**config.mk**
```make
export PLATFORM = sky130hd
export DESIGN_NAME = req_dispatch
export DESIGN_NICKNAME = d
export VERILOG_FILES = /design/src/rtl/req_dispatch.sv
export SDC_FILE = /design/constraint.sdc
export NUM_CORES = 1
export LEC_CHECK = 0
export BUFFER_PORTS_ARGS = -buffer_cell sky130_fd_sc_hd__buf_4
export CAP_MARGIN = 20
export CORE_UTILIZATION = 48
export DETAILED_ROUTE_END_ITERATION = 7
export HOLD_SLACK_MARGIN = 0.15
export PLACE_DENSITY = 0.92
export SYNTH_ARGS = -nofsm -noshare
export SYNTH_HDL_FRONTEND = slang
export SYNTH_SLANG_ARGS = --single-unit
```
**constraint.sdc**
```tcl
create_clock -name clk -period 2.86 [get_ports clk]
set_clock_uncertainty 0.15 [all_clocks]
set_input_delay 0.286 -clock clk [delete_from_list [all_inputs] [get_ports clk]]
set_output_delay 0.286 -clock clk [all_outputs]
set_load 0.02 [all_outputs]
```
**src/rtl/req_dispatch.sv**
```systemverilog
// req_dispatch: pops requests from the input FIFO and issues them one at a
// time to the execution unit over valid/ready. A 4-entry tag scoreboard
// blocks re-use of outstanding req_id values and caps requests in flight.
//
// Packet layout (71 bits), used by fifo_req and exe_req:
//   [70]    req        (FIFO non-empty / packet valid)
//   [69:66] req_type
//   [65:64] req_id
//   [63:32] req_data1
//   [31:0]  req_data2
//
// Optional macro REQ_DISPATCH_SVA_EN compiles in inline assertions; the
// functional behaviour is identical with or without it.
module req_dispatch #(
  parameter int MAX_OUTSTANDING = 4
) (
  input  logic        clk,
  input  logic        rst_b,
  input  logic [70:0] fifo_req,
  output logic        fifo_read,
  output logic        exe_valid,
  input  logic        exe_ready,
  output logic [70:0] exe_req,
  input  logic        cmp_valid,
  input  logic [1:0]  cmp_id,
  output logic [2:0]  num_outstanding,
  output logic        err_cmp
);

  localparam int          REQ_BIT = 70;
  localparam int          ID_LSB  = 64;
  localparam logic [2:0]  MAX_CNT = 3'(MAX_OUTSTANDING);

  typedef enum logic {
    IDLE  = 1'b0,
    ISSUE = 1'b1
  } state_t;

  state_t      state_q, state_d;
  logic [3:0]  sb_q, sb_d;
  logic [3:0]  sb_set, sb_clr;
  logic [70:0] hold_q, hold_d;
  logic        err_q, err_d;
  logic        pop_ok;
  logic        head_vld;
  logic [1:0]  head_id;

  assign head_vld = fifo_req[REQ_BIT];
  assign head_id  = fifo_req[ID_LSB +: 2];

  // Scoreboard popcount; a held-but-unaccepted request already counts.
  always_comb begin
    num_outstanding = 3'd0;
    for (int i = 0; i < 4; i++) begin
      num_outstanding = num_outstanding + 3'(sb_q[i]);
    end
  end

  // Pop decision: head present, tag free, room in flight, and the hold
  // register is either empty or being handed off this cycle. Gated by
  // reset so nothing is popped while the block is held in reset.
  always_comb begin
    pop_ok = rst_b && head_vld && !sb_q[head_id] &&
             (num_outstanding < MAX_CNT) &&
             ((state_q == IDLE) || exe_ready);
  end

  assign fifo_read = pop_ok;

  // Per-tag set on pop and clear on completion; distinct tags may do both
  // in one cycle, and the same tag never can.
  for (genvar gi = 0; gi < 4; gi++) begin : g_sb
    assign sb_set[gi] = pop_ok && (head_id == 2'(gi));
    assign sb_clr[gi] = cmp_valid && (cmp_id == 2'(gi));
    assign sb_d[gi]   = (sb_q[gi] | sb_set[gi]) & ~sb_clr[gi];
  end

  // Hold register and sticky error next-state.
  always_comb begin
    hold_d = pop_ok ? fifo_req : hold_q;
    err_d  = err_q | (cmp_valid & ~sb_q[cmp_id]);
  end

  // FSM state register.
  always_ff @(posedge clk or negedge rst_b) begin
    if (!rst_b) begin
      state_q <= IDLE;
    end else begin
      state_q <= state_d;
    end
  end

  // FSM next-state: stay in ISSUE while stalled or while back-to-back pops.
  always_comb begin
    state_d = state_q;
    case (state_q)
      IDLE:    if (pop_ok) state_d = ISSUE;
      ISSUE:   if (exe_ready && !pop_ok) state_d = IDLE;
      default: state_d = IDLE;
    endcase
  end

  // FSM outputs: present the held request only while issuing.
  always_comb begin
    exe_valid = (state_q == ISSUE);
    exe_req   = exe_valid ? hold_q : '0;
  end

  // Datapath registers: scoreboard, hold register, sticky error.
  always_ff @(posedge clk or negedge rst_b) begin
    if (!rst_b) begin
      sb_q   <= '0;
      hold_q <= '0;
      err_q  <= 1'b0;
    end else begin
      sb_q   <= sb_d;
      hold_q <= hold_d;
      err_q  <= err_d;
    end
  end

  assign err_cmp = err_q;

`ifdef REQ_DISPATCH_SVA_EN
  // Held request must stay put until accepted.
  a_hold_stable: assert property (@(posedge clk) disable iff (!rst_b)
    exe_valid && !exe_ready |=> exe_valid && $stable(exe_req));

  // A pop only ever takes a present head whose tag is free.
  a_pop_legal: assert property (@(posedge clk) disable iff (!rst_b)
    fifo_read |-> fifo_req[REQ_BIT] && !sb_q[fifo_req[ID_LSB +: 2]]);

  // In-flight count never exceeds the configured cap.
  a_cap: assert property (@(posedge clk) disable iff (!rst_b)
    num_outstanding <= MAX_CNT);

  // A popped tag is marked outstanding on the following cycle.
  a_tag_set: assert property (@(posedge clk) disable iff (!rst_b)
    fifo_read |=> sb_q[$past(fifo_req[ID_LSB +: 2])]);
`else
  // Assertions not compiled in this build.
`endif

endmodule

```
==> reports/results.tsv <==
stage	metric	value	unit
outcome	status	finished clean	
critical_path	path_cells	fa_1 > ha_1 > ha_1 > a211oi_4 > nand3_4 > inv_12 > buf_12 > buf_12 > mux2_2	
placement	gp_congestion	0.865	
grt	first_global_vias	3272	
logic_synthesis	yosysMostFrequentCell	sky130_fd_sc_hd__dfrtp_1	
grt	grt_util_all_layers	0.257	
floorplan	design.core.area	7210	µm²
layout	stdcell_area	5890	µm²
timing	timing.final.hold_violations	0	
floorplan	floorplan.initialDensity	0.495	
timing	timing.final.crit_share	0.970	
logic_synthesis	synth_seq_area_share	0.540	
floorplan	fp.dieW	88.2	µm
logic_synthesis	post_synth_inst_count	265	
logic_synthesis	net_count_after_synthesis	345	
logic_synthesis	synth_top_cell_area_share	0.540	
critical_path	cp_data_arrival_time	2830	ps
grt	gr-total-overflow	0	
flow_run	cap_viol_max_count	0	
critical_path	crit_buf_inv	3	
pwr	power.density_cell_area	594	nW/µm²
timing	final.min_clock_period	2770	ps
critical_path	worst_r2r_startpoint	sb_q[1]	
min_path	whs_path_depth	3	
logic_synthesis	synth_seq_cells	77	
placement	hpwl	5560	µm
clocking	cts_max_path_bufs	2	
floorplan	die_height	88.2	µm
critical_path	worstPathMaxFanout	17	
placement	post_place_setup_slack	139	ps
grt	gr-usage-met2	0.482	
placement	place.port_buffers	153	
grt	gr-max-usage-layer	met2	
min_path	hold_path.class	primary input to flip-flop	
route	num_vias	3022	
route	vias_per_cell	4.95	
grt	grt_start_max_net_pins	78	
timing	timing.fmax	0.360	GHz
logic_synthesis	synth_async_sr_flop_share	1.00	
logic_synthesis	synth.area.top_cells	sky130_fd_sc_hd__dfrtp_1 (54%), sky130_fd_sc_hd__mux2_2 (22%), sky130_fd_sc_hd__and2_1 (12%)	
clocking	cts_made_buffers	9	
grt	global_route.usage.met3	0.0532	
logic_synthesis	postSynth.topFlopCell	sky130_fd_sc_hd__dfrtp_1	
logic_synthesis	post-synth-top-area-cell	sky130_fd_sc_hd__dfrtp_1	
critical_path	kind_of_capture_point_of_the_worst_setup_path	flip-flop	
critical_path	crit_cells	9	
timing	timing_worst_slew_pin_value	960	ps
critical_path	setup.worst_path.class	flip-flop to flip-flop	
timing	report.final.slew_viol_count	0	
critical_path	reg2regPathDepth	9	
grt	grt_antenna_before_repair	0	
min_path	worstHoldStart	cmp_id[1]	
critical_path	timing.critical_path.from	sb_q[1]	
route	detail_route.iter0.violations	79	
timing	rsz_0062_raised_after_global_routing	no	
route	postRouteAntennaNets	0	
critical_path	timing.critical_path.slowest_stage_cell	sky130_fd_sc_hd__fa_1	
grt	global_route.usage.met1	0.277	
critical_path	critPathRequiredTime	2910	ps
timing	relSlewSlack	0.360	
logic_synthesis	post_synth_num_cell_types	26	
layout	insertedDiodeCount	0	
critical_path	launching_element_type_of_the_critical_path	flip-flop	
logic_synthesis	ys_top_cells_by_count	sky130_fd_sc_hd__dfrtp_1 (77), sky130_fd_sc_hd__and2_1 (71), sky130_fd_sc_hd__mux2_2 (70)	
clocking	clockRootBuffer	sky130_fd_sc_hd__clkbuf_8	
clocking	cts_num_sinks	77	
clocking	cts_tree	yes	
logic_synthesis	synthesis.area_per_instance	13.5	µm²
clocking	htree_levels	3	
route	wirelength	10400	µm
pwr	power.static_leakage	2.80	nW
clocking	clock_latency	330	ps
layout	area.growth.synth_to_final	65.0	%
timing	setup_viol	0	
floorplan	fp_rows	31	
pwr	max-vdd-ir-drop	392	µV
layout	finalNetCount	587	
critical_path	worst_path_dominant_cell_family	adder cells	
route	detail_route.first_pass.iterations	6	
logic_synthesis	yosysWarningCount	0	
logic_synthesis	syn_area	3570	µm²
clocking	cts.clk_slew.worst_paths	80	ps
timing	timing.final.ws_setup	86.0	ps
floorplan	design.die.area	7780	µm²
logic_synthesis	edff_count_synth	0	
critical_path	timing.critical_path.slowest_cell_delay	480	ps
placement	post_dp_cell_area	4800	µm²
route	routed_wire_length_per_instance	17.0	µm
layout	drive_above_1_share	0.512	
timing	timing.setup.tns	0	ps
timing	holdWs	184	ps
floorplan	ios	154	
grt	first_pass_grt_wire_length	15000	µm
route	drcViolationCount	0	
-- metal layers --
layer  vias to the layer above  part of all wire
met5                         -                 0
met4                         0             0.025
met3                        31             0.064
met2                       140              0.53
met1                      1473              0.39
li1                       1378                 -
-- logic make-up (layout without fill, tap and decap cells) --
group,after synthesis,count (layout),synth area share
AO/OA/AOI/OAI,13,13,0.0298
adder cells (fa/ha/maj),3,3,0.0126
buffers and inverters,20,267,0.0480
flip-flops,77,77,0.540
multiplexers,72,72,0.230
AND/OR/NAND/NOR,80,80,0.140
-- path summary, 6_finish.rpt --
check | slack, ps | to
setup / recovery | 90 | hold_q[49]
hold / removal | 180 | sb_q[1]
setup reg to reg | 90 | hold_q[49]
hold reg to reg | 340 | hold_q[70]
max in group asynchronous | 1330 | hold_q[8]
min in group asynchronous | 620 | hold_q[60]
-- worst min-delay path, delay by kind of cell --
family	cells	cell delay, ps
buffers and inverters	1	130
AND/OR/NAND/NOR	1	100
AO/OA/AOI/OAI	1	100
-- sequential cells by signal (all words and copies together) (netlist names) --
register   flops
err_cmp        1
exe_valid      1
sb_q           4
hold_q        71
-- stage by stage --
step                instances   util  total power, mW
floorplan                 265      -             1.95
global placement          512  0.665             2.28
detailed placement        512  0.665             2.33
CTS                       605  0.808             3.48
global route              611  0.816             3.66
finish                    611  0.816             3.50
-- power breakdown --
part	leakage, nW	internal, mW	switching [mW]
Clock	0.123	0.669	0.392
Sequential	0.911	1.32	0.117
Combinational	1.77	0.556	0.447
Total	2.80	2.54	0.957
-- repair_timing --
item	CTS	global route
cloned	1	0
gates resized for setup	1	0
hold endpoints to repair	152	0
endpoints found under the setup margin	1	1
hold buffers	75	0
setup buffers	1	6
pin swaps	1	2
-- cells in the final DEF (no fill, tap or decap), types with 2 or more instances in the layout --
cell type and instances:
sky130_fd_sc_hd__nand2_1 4, sky130_fd_sc_hd__a21oi_1 4, sky130_fd_sc_hd__inv_1 4, sky130_fd_sc_hd__and2_1 71
sky130_fd_sc_hd__clkinvlp_4 2, sky130_fd_sc_hd__ha_1 2, sky130_fd_sc_hd__dfrtp_1 77, sky130_fd_sc_hd__bufinv_16 4
sky130_fd_sc_hd__nor2_1 2, sky130_fd_sc_hd__clkbuf_8 9, sky130_fd_sc_hd__dlygate4sd3_1 75, sky130_fd_sc_hd__mux2_2 70
sky130_fd_sc_hd__buf_12 3, sky130_fd_sc_hd__buf_4 167, sky130_fd_sc_hd__o21bai_1 2
-- area by class of cell --
cell class | instances | area (µm²)
clock inverters | 6 | 135
repair buffers | 245 | 2060
flip-flops and latches | 77 | 1930
multi-input cells | 168 | 1470
clock buffers | 10 | 128
inverters | 5 | 31.3
fillers | 395 | 1330
repair inverters | 1 | 8.76
well taps | 99 | 124
Power figures use the tool's default switching activity.
